## src/rtl/mem_stage_ctrl.sv

```systemverilog
// MEM-stage data-memory access controller: runs a req/ack bus transaction for
// loads/stores and holds the pipeline until the result is presented to MEM/WB.
module mem_stage_ctrl #(
    parameter int unsigned TIMEOUT = 16
) (
    input  logic        clk_i,
    input  logic        rst_i,
    input  logic        memread_i,
    input  logic        memwrite_i,
    input  logic [31:0] addr_i,
    input  logic [31:0] wdata_i,
    output logic        mem_req_o,
    output logic        mem_we_o,
    output logic [31:0] mem_addr_o,
    output logic [31:0] mem_wdata_o,
    input  logic        mem_ack_i,
    input  logic [31:0] mem_rdata_i,
    output logic [31:0] rdata_o,
    output logic        stall_o,
    output logic        bus_err_o,
    output logic        align_err_o
);

    localparam int unsigned CNT_W = 8;
    localparam logic [CNT_W-1:0] CNT_LAST = CNT_W'(TIMEOUT - 1);

    localparam logic [1:0] ST_IDLE = 2'd0;
    localparam logic [1:0] ST_BUSY = 2'd1;
    localparam logic [1:0] ST_DONE = 2'd2;

    logic [1:0]       state_q, state_d;
    logic [CNT_W-1:0] cnt_q, cnt_d;
    logic             mem_req_q, mem_req_d;
    logic             mem_we_q, mem_we_d;
    logic [31:0]      mem_addr_q, mem_addr_d;
    logic [31:0]      mem_wdata_q, mem_wdata_d;
    logic [31:0]      rdata_q, rdata_d;
    logic             bus_err_q, bus_err_d;
    logic             align_err_q, align_err_d;
    logic             acc;

    assign acc = memread_i | memwrite_i;

    // Hold the pipeline from the request cycle until the DONE cycle.
    assign stall_o = ((state_q == ST_IDLE) & acc) | (state_q == ST_BUSY);

    always_ff @(posedge clk_i) begin
        if (rst_i) begin
            state_q     <= ST_IDLE;
            cnt_q       <= '0;
            mem_req_q   <= 1'b0;
            mem_we_q    <= 1'b0;
            mem_addr_q  <= '0;
            mem_wdata_q <= '0;
            rdata_q     <= '0;
            bus_err_q   <= 1'b0;
            align_err_q <= 1'b0;
        end else begin
            state_q     <= state_d;
            cnt_q       <= cnt_d;
            mem_req_q   <= mem_req_d;
            mem_we_q    <= mem_we_d;
            mem_addr_q  <= mem_addr_d;
            mem_wdata_q <= mem_wdata_d;
            rdata_q     <= rdata_d;
            bus_err_q   <= bus_err_d;
            align_err_q <= align_err_d;
        end
    end

    always_comb begin
        state_d     = state_q;
        cnt_d       = cnt_q;
        mem_req_d   = mem_req_q;
        mem_we_d    = mem_we_q;
        mem_addr_d  = mem_addr_q;
        mem_wdata_d = mem_wdata_q;
        rdata_d     = rdata_q;
        bus_err_d   = bus_err_q;
        align_err_d = align_err_q;

        case (state_q)
            ST_IDLE: begin
                if (acc) begin
                    if (addr_i[1:0] == 2'b00) begin
                        state_d     = ST_BUSY;
                        mem_req_d   = 1'b1;
                        mem_we_d    = memwrite_i;
                        mem_addr_d  = addr_i;
                        mem_wdata_d = wdata_i;
                        cnt_d       = '0;
                    end else begin
                        state_d     = ST_DONE;
                        align_err_d = 1'b1;
                        rdata_d     = '0;
                    end
                end
            end
            ST_BUSY: begin
                // Ack takes priority over a timeout landing in the same cycle.
                if (mem_ack_i) begin
                    state_d   = ST_DONE;
                    mem_req_d = 1'b0;
                    mem_we_d  = 1'b0;
                    rdata_d   = mem_we_q ? 32'd0 : mem_rdata_i;
                end else if (cnt_q == CNT_LAST) begin
                    state_d   = ST_DONE;
                    mem_req_d = 1'b0;
                    mem_we_d  = 1'b0;
                    bus_err_d = 1'b1;
                    rdata_d   = '0;
                end else begin
                    cnt_d = cnt_q + CNT_W'(1);
                end
            end
            ST_DONE: begin
                state_d     = ST_IDLE;
                bus_err_d   = 1'b0;
                align_err_d = 1'b0;
            end
            default: begin
                state_d = ST_IDLE;
            end
        endcase
    end

    assign mem_req_o   = mem_req_q;
    assign mem_we_o    = mem_we_q;
    assign mem_addr_o  = mem_addr_q;
    assign mem_wdata_o = mem_wdata_q;
    assign rdata_o     = rdata_q;
    assign bus_err_o   = bus_err_q;
    assign align_err_o = align_err_q;

endmodule

```

## config.mk

```make
export PLATFORM = sky130hd
export DESIGN_NAME = mem_stage_ctrl
export DESIGN_NICKNAME = d
export VERILOG_FILES = /design/src/rtl/mem_stage_ctrl.sv
export SDC_FILE = /design/constraint.sdc
export NUM_CORES = 1
export LEC_CHECK = 0
export BUFFER_PORTS_ARGS = -buffer_cell sky130_fd_sc_hd__buf_2
export CORE_ASPECT_RATIO = 0.9
export CORE_UTILIZATION = 45
export DETAILED_ROUTE_END_ITERATION = 6
export GPL_TIMING_DRIVEN = 0
export PLACE_DENSITY = 0.8
export RECOVER_POWER = 25
export SLEW_MARGIN = 25
export SYNTH_ARGS = -nofsm -noshare
export SYNTH_HDL_FRONTEND = slang
export SYNTH_SLANG_ARGS = --single-unit
```

## constraint.sdc

```tcl
create_clock -name clk_i -period 1.9 [get_ports clk_i]
set_input_delay 0 -clock clk_i [delete_from_list [all_inputs] [get_ports clk_i]]
set_output_delay 0 -clock clk_i [all_outputs]
set_load 0.05 [all_outputs]
```

# Yosys cells after proc, flatten, opt, wreduce, memory -nomap -nowiden
# Index checks and enable logic that the tools add are counted.
# classes
n_addsub	1
eq_ne	10
n_mux	30
n_bitwise	3
n_reduce_logical	12
# op_table
op	count
two-way mux 32 bit	5
one-hot mux 32 bit (2 select lines)	1
two-way mux 8 bit	4
one-hot mux 8 bit (2 select lines)	1
two-way mux 1 bit	10
AND reduction 3 bit	3
adder 8 x 1 -> 8 bit, second input constant	1
equality test 8 x 4 -> 1 bit, second input constant	1
two-way mux 2 bit	4
inequality test 2 bit, second input constant	4
one-hot mux 1 bit (2 select lines)	4
AND reduction 4 bit	2
nonzero test 2 bit	3
AND reduction 5 bit	1
zero test 2 bit	2
inequality test 2 x 1 -> 1 bit, second input constant	2
one-hot mux 2 bit (2 select lines)	1
inequality test 3 x 2 -> 1 bit, second input constant	1
equality test 2 x 1 -> 1 bit, second input constant	1
equality test 2 bit, second input constant	1
bitwise OR 1 bit	2
AND reduction 2 bit	1
AND 1 bit	1
# totals
regBits	110
output_inout_bits	101

# Logic depth before layout (Yosys ltp)
# Gate-level depths: netlist (run 1).
# logic_depth
word_depth	4
ltp_mapped	7

# Worst setup path after synthesis (run 1)
# Ideal clock, no wire load.
# synth_timing
path_type	flip-flop to flip-flop
start	reg state_q[0]
end	reg cnt_q[6]
setup_time_ns	0.122
arrival_time_ns	1.471
slack_ns	0.307
path_stages_with_launch	6
path_buffers	1
path_cell_list	dfxtp_1 > or3b_1 > buf_2 > a21oi_4 > nor3_2 > a221o_1
# synth_between
elab_chain_cells	3
word_cells_on_any_way	9
# synth_lines
element	line	rtl
from (decl)	31	logic [1:0] state_q, state_d;
from (signal assigned)	59	state_q <= state_d;
equality test 2 x 1 -> 1 bit or zero test 2 bit (tied branches)	82	case (state_q)
inequality test 2 bit (no source line) (tied with other cells)	n/a	
AND reduction 5 bit (no source line)	n/a	
to (signal assigned)	60	cnt_q <= cnt_d;
to (decl)	32	logic [CNT_W-1:0] cnt_q, cnt_d;
# Several ways; a longest one is shown, not always the timed one.
# A chain may end at the register's enable or synchronous reset.

# Final worst setup path (run 1)
# layout_timing
start	reg cnt_q[0]
end	reg rdata_q[18] (netlist: rdata_o[18])
# layout_between
elab_chain_cells	3
# layout_lines
element	line	rtl
equality test 8 x 4 -> 1 bit	106	end else if (cnt_q == CNT_LAST) begin
inequality test 3 x 2 -> 1 bit (no source line)	n/a	
AND reduction 4 bit (no source line)	n/a	
to (signal assigned)	65	rdata_q <= rdata_d;
to (decl)	37	logic [31:0] rdata_q, rdata_d;
# No other way between the ends.

==> qor.yml, run 1 <==
place:
  pre_cts_slack_ps: 93.6
  portBuffers: 200
  hpwlAfterDp_um: 7800
  gp_congestion: 0.820
  place.detailed.instances: 745
  detailed_place.area_sq_um: 5040
floorplanning:
  initial_utilization: 0.474
  io_count: 202
  die-height_um: 90.3
  placement_rows: 31
  area_of_the_die_sq_um: 9040
  floorplan.core_area_sq_um: 8220
  floorplan.die.width_um: 100
worst_setup_path:
  cp-start-kind: "register"
  worst_r2r_path_depth: 6
  timing.rr.start: "cnt_q[0]$_SDFFE_PP0P_"
  worstSetupEndpointType: "register"
  timing.reg2reg.setup_slack_ps: 80
  path_class: "reg2reg"
  cp_data_arrival_time_ps: 2130
  worstPathRequired_ps: 2210
  cp_max_fo: 10
  r2r-end: "rdata_o[18]$_SDFFE_PP0P_"
timing:
  achievable-frequency_ghz: 0.550
  timing.final.hold_violations: 0
  worst_slew_pin_tran_ps: 648
  final_critical_path_setup_slack_ps: 83.0
  hold_slack_ps: 48.3
  finClkSkew_ps: 13.4
  timing.max_slew.rel_slack: 0.570
  final.min_clock_period_ps: 1820
  finalMaxSlewViolations: 0
  layout_worst_path_cycle_share: 0.956
  setup_violations: 0
cts:
  numClockSinks: 110
  clockBufferDepth: 2
  cts_root_buffer: "sky130_fd_sc_hd__clkbuf_8"
  tritoncts: "built"
  clock_latency_reported_for_the_late_side_of_the_worst_skew_pair_ps: 370
  cts_buffers: 9
  cts_max_level: 3
  clkTransAtPathRegs_ps: 100
power_and_ir_drop:
  worst_ir_drop_vdd_mv: 0.431
  power_frac_clock: 0.307
  power.static_leakage_nw: 2.68
  power_density_nw_per_um2: 765
  sw_frac_of_total: 0.289
  power.internal_mw: 3.36
  switching_power_mw: 1.36
  power.combinational.fraction: 0.181
  power.share.sequential: 0.513
synth:
  seq_area_frac_synth: 0.565
  yosysWarningCount: 0
  synth.ff_latch_count: 110
  syn-cell-area_sq_um: 3900
  synth_fp_nets: 532
  synth.avg_cell_area_sq_um: 9.06
  postSynthCellCount: 430
  synthDistinctLibCells: 40
layout:
  layout.nets: 840
  finalInstanceArea_sq_um: 6180
  most-common-layout-cells: "sky130_fd_sc_hd__buf_2 (161), sky130_fd_sc_hd__nand2_1 (127), sky130_fd_sc_hd__dfxtp_1 (109)"
  fin_cells: 858
  layout-area-overhead-vs-synth_pct: 58.7
  final_common_cell: "sky130_fd_sc_hd__buf_2"
  utilization: 0.752
  antenna-diode-count: 0
  post_route_cells_drive_above_1_share: 0.262
drt:
  drc: 0
  avgViaCountPerCell: 5.09
  drt_pre_antenna_iters: 5
  drtAntennaViolNets: 0
  1st_iter_drt_viols: 205
  drt-wirelength-per-cell_um: 15.8
  routed-via-count: 4368
  detail_route.wirelength_um: 13600
worst_hold_path:
  hold_path_end: "mem_we_o$_SDFFE_PP0P_"
  worstHoldPathCells: 4
  worst_hold_path_type: "in2reg"
  hold_start: "mem_ack_i"
global_routing:
  maximum_number_of_pins_on_one_net_before_global_route_repair: 19
  grt_first_pass_wirelength_um: 21100
  grt_overflow: 0
  grt_pass1_vias: 4465
  global_route_track_usage_on_met1: 0.321
  met3_grt_util: 0.0913
  track_usage: 0.298
  grtUsageMet2: 0.539
  initial_antenna_violation_count: 0
  gr-max-usage-layer: "met2"
job:
  maxCapViolations: 0
run_status:
  run_status: "complete, no violations"
## power by group through the flow
stage | sequential [mW] | clock, mW | combinational (mW)
after global routing | 2.43 | 1.57 | 0.903
after detailed placement | 2.47 | 0 | 0.680
after CTS | 2.42 | 1.48 | 0.831
after floorplan | 2.71 | 0 | 0.203
after global placement | 2.47 | 0 | 0.668
final | 2.42 | 1.45 | 0.854
## how the worst max path moves through the flow
stage | from | to | slack [ps] | cells after the start
2_1_floorplan | state_q[0]$_SDFFE_PP0P_ | cnt_q[6]$_SDFFE_PP0P_ | 310 | 5
5_1_grt | state_q[1]$_SDFFE_PP0P_ | mem_addr_o[15]$_SDFFE_PP0P_ | -7 | 7
4_1_cts | state_q[1]$_SDFFE_PP0P_ | mem_addr_o[20]$_SDFFE_PP0P_ | 60 | 7
6_report | cnt_q[0]$_SDFFE_PP0P_ | rdata_o[18]$_SDFFE_PP0P_ | 80 | 6
3_5_place_dp | state_q[1]$_SDFFE_PP0P_ | mem_addr_o[20]$_SDFFE_PP0P_ | 90 | 7
3_3_place_gp | cnt_q[6]$_SDFFE_PP0P_ | rdata_o[22]$_SDFFE_PP0P_ | 140 | 5
## per-layer routing
| layer | vias to the layer above | share of wire |
|---|---|---|
| met2 | 216 | 0.49 |
| li1 | 2097 | - |
| met3 | 43 | 0.080 |
| met4 | 0 | 0.032 |
| met5 | - | 0 |
| met1 | 2012 | 0.40 |
## through the flow
stage / total power [mW] / setup TNS, ps
4_1_cts: 4.73 / 0
3_5_place_dp: 3.15 / 0
3_3_place_gp: 3.13 / 0
5_1_grt: 4.91 / -6.71
2_1_floorplan: 2.91 / 0
6_report: 4.73 / 0
## sequential cells by signal (all words and copies together) (netlist names)
register and count:
mem_addr_o 32, rdata_o 32, mem_wdata_o 32, state_q 2, bus_err_o 1, mem_req_o 1
mem_we_o 1, align_err_o 1, cnt_q 8
## timing repair
item                                    in CTS  in global routing
hold buffers                                94                  0
endpoints found under the setup margin       0                 88
setup buffers                                0                  3
endpoints found under the hold margin       94                  0
gates resized for setup                      0                 10
## Yosys cell counts (all sizes together)
cell,count,area share
mux2i,1,0.0026
a211o,2,0.0045
inv,1,0.00096
mux2,1,0.0029
a22oi,2,0.0039
a211oi,1,0.0032
nor4,3,0.010
and3b,3,0.0067
o21a,1,0.0019
dfxtp,110,0.57
nor3,8,0.012
a221o,2,0.0051
buf,16,0.021
o22a,1,0.0022
nand2b,1,0.0016
o221ai,1,0.0022
nor3b,2,0.0039
o22ai,1,0.0016
ha,1,0.0032
and3,4,0.0064
nand2,127,0.12
clkbuf,14,0.013
o2bb2ai,1,0.0039
nor4b,1,0.0039
or3b,1,0.0022
nand3,3,0.0039
a21o,1,0.0019
o21ai,5,0.0064
a21oi,67,0.090
a22o,33,0.074
o31ai,1,0.0019
nor2b,2,0.0032
nor2,12,0.012
## kinds of logic (layout without fill, tap and decap cells)
family                   after synthesis  after routing  synth area share
adder cells (fa/ha/maj)                1              1           0.00321
AND/OR/NAND/NOR                      167            167             0.188
flip-flops                           110            110             0.565
buffers and inverters                 31            344            0.0356
AO/OA/AOI/OAI                        119            119             0.203
multiplexers                           2              2           0.00546
## critical path: stages, from the launching register on
cell	delay (ps)
sky130_fd_sc_hd__dfxtp_1	330
sky130_fd_sc_hd__ha_1	230
sky130_fd_sc_hd__and3_1	290
sky130_fd_sc_hd__a21oi_2	260
sky130_fd_sc_hd__o2bb2ai_2	200
sky130_fd_sc_hd__buf_2	280
sky130_fd_sc_hd__a22o_1	170
## layout make-up
| cell class | instances | area, sq um |
|---|---|---|
| Clock buffer | 11 | 141 |
| Multi-Input combinational cell | 289 | 1580 |
| Clock inverter | 5 | 65.1 |
| Sequential cell | 110 | 2200 |
| Inverter | 1 | 3.75 |
| Tap cell | 115 | 144 |
| Timing Repair Buffer | 297 | 1900 |
| Fill cell | 604 | 2040 |
| Buffer | 30 | 148 |
(Power assumes the default switching activity.)
==> run 2, diff against run 1 <==
Clock period 1.9 ns to 1.8 ns, I/O delays scaled along.
==> run 2 against run 1 <==
Utilization rose by 0.47 points. Global-route usage is 0.47 points higher. Worst hold slack improved by 2.8 ps. Cell count unchanged. First-iteration DRC count decreased by 2.0%. Register-to-register slack worse by 70 ps. Power is 6.2% higher. Clock skew is 6.5 ps higher. Via count shrank 0.27%. Critical endpoint is now rdata_o[16]$_SDFFE_PP0P_. Largest cell class unchanged.
==> qor.yml, run 2 (synthesis results as in run 1) <==
run_status:
  run_status: "complete, no violations"  # unchanged
power_and_ir_drop:
  totalPowerFinal_mw: 5.02  # was 4.73 mW
  power_density_nw_per_um2: 807  # was 765 nW/um^2
  worst_ir_drop_vdd_mv: 0.494  # was 0.431 mV
  power.static_leakage_nw: 2.72  # was 2.68 nW
timing:
  setup_violations: 0  # unchanged
  final.min_clock_period_ps: 1780  # was 1820 ps
  finalMaxSlewViolations: 0  # unchanged
  finClkSkew_ps: 19.9  # was 13.4 ps
  worst_slew_pin_tran_ps: 638  # was 648 ps
  rsz0062_at_grt: "yes"
  timing.final.hold_violations: 0  # unchanged
  achievable-frequency_ghz: 0.561  # was 0.550 GHz
  layout_worst_path_cycle_share: 0.991  # was 0.956
  timing.max_slew.rel_slack: 0.576  # was 0.570
worst_hold_path:
  worstHoldPathCells: 3  # was 4
  hold_path_end: "mem_we_o$_SDFFE_PP0P_"  # unchanged
  hold_start: "memwrite_i"  # was mem_ack_i
  worst_hold_path_type: "in2reg"  # unchanged
cts:
  tritoncts: "built"  # unchanged
  cts_max_level: 3  # unchanged
  cts_buffers: 9  # unchanged
  cts_root_buffer: "sky130_fd_sc_hd__clkbuf_8"  # unchanged
  clockBufferDepth: 2  # unchanged
  numClockSinks: 110  # unchanged
  clock_latency_reported_for_the_late_side_of_the_worst_skew_pair_ps: 370  # about the same
  clkTransAtPathRegs_ps: 100  # about the same
worst_setup_path:
  critical_path.max_stage_delay_ps: 330  # about the same
  critical_path.cell_chain: "ha_1 -> and3_1 -> a21oi_4 -> o2bb2ai_2 -> buf_2 -> a22o_1"  # was ha_1 -> and3_1 -> a21oi_2 -> o2bb2ai_2 -> buf_2 -> a22o_1
  r2r-end: "rdata_o[16]$_SDFFE_PP0P_"  # was rdata_o[18]$_SDFFE_PP0P_
  cp_max_fo: 10  # unchanged
  timing.reg2reg.setup_slack_ps: 20  # was 80 ps
  timing.rr.start: "cnt_q[0]$_SDFFE_PP0P_"  # unchanged
  cp_data_arrival_time_ps: 2100  # was 2130 ps
  cp-start-kind: "register"  # unchanged
  worst_r2r_path_depth: 6  # unchanged
  crit_slowest_cell: "sky130_fd_sc_hd__dfxtp_1"  # unchanged
  path_class: "reg2reg"  # unchanged
  worstSetupEndpointType: "register"  # unchanged
  worstPathRequired_ps: 2120  # was 2210 ps
layout:
  layout-area-overhead-vs-synth_pct: 59.7  # was 58.7%
  post_route_cells_drive_above_1_share: 0.277  # was 0.262
  final_common_cell: "sky130_fd_sc_hd__buf_2"  # unchanged
  most-common-layout-cells: "sky130_fd_sc_hd__buf_2 (165), sky130_fd_sc_hd__nand2_1 (127), sky130_fd_sc_hd__dfxtp_1 (108)"  # was sky130_fd_sc_hd__buf_2 (161), sky130_fd_sc_hd__nand2_1 (127), sky130_fd_sc_hd__dfxtp_1 (109)
  antenna-diode-count: 0  # unchanged
  fin_cells: 858  # unchanged
  utilization: 0.757  # was 0.752
  layout.nets: 840  # unchanged
global_routing:
  grt_first_pass_wirelength_um: 21400  # was 21100 um
  initial_antenna_violation_count: 0  # unchanged
  grt_overflow: 0  # unchanged
  track_usage: 0.303  # was 0.298
  maximum_number_of_pins_on_one_net_before_global_route_repair: 19  # unchanged
  grt_pass1_vias: 4507  # was 4465
place:
  hpwlAfterDp_um: 7800  # unchanged
  gp_congestion: 0.820  # unchanged
  portBuffers: 200  # unchanged
  place.detailed.instances: 745  # unchanged
drt:
  routed-via-count: 4356  # was 4368
  drtAntennaViolNets: 0  # unchanged
  detail_route.wirelength_um: 13900  # was 13600 um
  drc: 0  # unchanged
  1st_iter_drt_viols: 201  # was 205
  drt-wirelength-per-cell_um: 16.2  # was 15.8 um
  drt_pre_antenna_iters: 5  # unchanged
  avgViaCountPerCell: 5.08  # was 5.09
floorplanning:
  floorplan.die.width_um: 100  # unchanged
  io_count: 202  # unchanged
  initial_utilization: 0.474  # unchanged
  floorplan.core_area_sq_um: 8220  # unchanged
  die-height_um: 90.3  # unchanged
  placement_rows: 31  # unchanged
  area_of_the_die_sq_um: 9040  # unchanged
job:
  maxCapViolations: 0  # unchanged
==> run 2: power breakdown <==
part           total [mW]  internal (mW)  switching (mW)
sequential           2.56           2.51          0.0475
clock                1.55          0.699           0.850
combinational       0.912          0.348           0.564
total                5.02           3.56            1.46
==> run 2: metrics by stage <==
step | hold slack [ps] | TNS (ps) | area (sq um) | setup slack, ps
floorplan | 133 | 0 | 3900 | 207
global placement | 222 | 0 | 5040 | 43.1
detailed placement | 224 | -6.37 | 5040 | -6.37
CTS | 32.6 | 0 | 6220 | 5.72
global route | 42.5 | -977 | 6220 | -61.7
finish | 51.0 | 0 | 6220 | 16.7
==> run 2: worst max-delay path by stage <==
stage / start / end / slack (ps)
after floorplan: state_q[0]$_SDFFE_PP0P_ / cnt_q[6]$_SDFFE_PP0P_ / 210
after global placement: cnt_q[6]$_SDFFE_PP0P_ / rdata_o[22]$_SDFFE_PP0P_ / 40
after detailed placement: state_q[1]$_SDFFE_PP0P_ / mem_addr_o[20]$_SDFFE_PP0P_ / -6
after CTS: cnt_q[0]$_SDFFE_PP0P_ / rdata_o[8]$_SDFFE_PP0P_ / 6
after global routing: cnt_q[0]$_SDFFE_PP0P_ / rdata_o[11]$_SDFFE_PP0P_ / -60
final: cnt_q[0]$_SDFFE_PP0P_ / rdata_o[16]$_SDFFE_PP0P_ / 20
==> run 2: routing by layer <==
layer | wire length [um] | global-route usage
met1 | 5450 | 0.319
met2 | 6980 | 0.557
met3 | 1080 | 0.0983
met4 | 390 | 0.110
met5 | 0 | 0
==> run 2: area by class of cell <==
cell class	instances	area, sq um
multi-input cells	289	1590
clock buffers	11	141
inverters	1	3.75
fillers	595	2000
flip-flops and latches	110	2200
repair buffers	297	1910
well taps	115	144
plain buffers	30	165
clock inverters	5	65.1
==> run 2: timing repair <==
| item | 4_1_cts | 5_1_grt |
|---|---|---|
| setup buffers | 2 | 1 |
| endpoints found under the setup margin | 32 | 94 |
| gates cloned | 0 | 0 |
| resized for setup | 2 | 23 |
| hold endpoints to repair | 94 | 0 |
| hold buffers | 94 | 0 |
| pin swaps | 1 | 1 |
==> run 2: worst max-delay path, delay by kind of cell, from the launching register on <==
kind | cells | cell delay (ps)
adder cells (fa/ha/maj) | 1 | 230
buffers and inverters | 1 | 280
AO/OA/AOI/OAI | 3 | 600
flip-flops | 1 | 330
AND/OR/NAND/NOR | 1 | 310
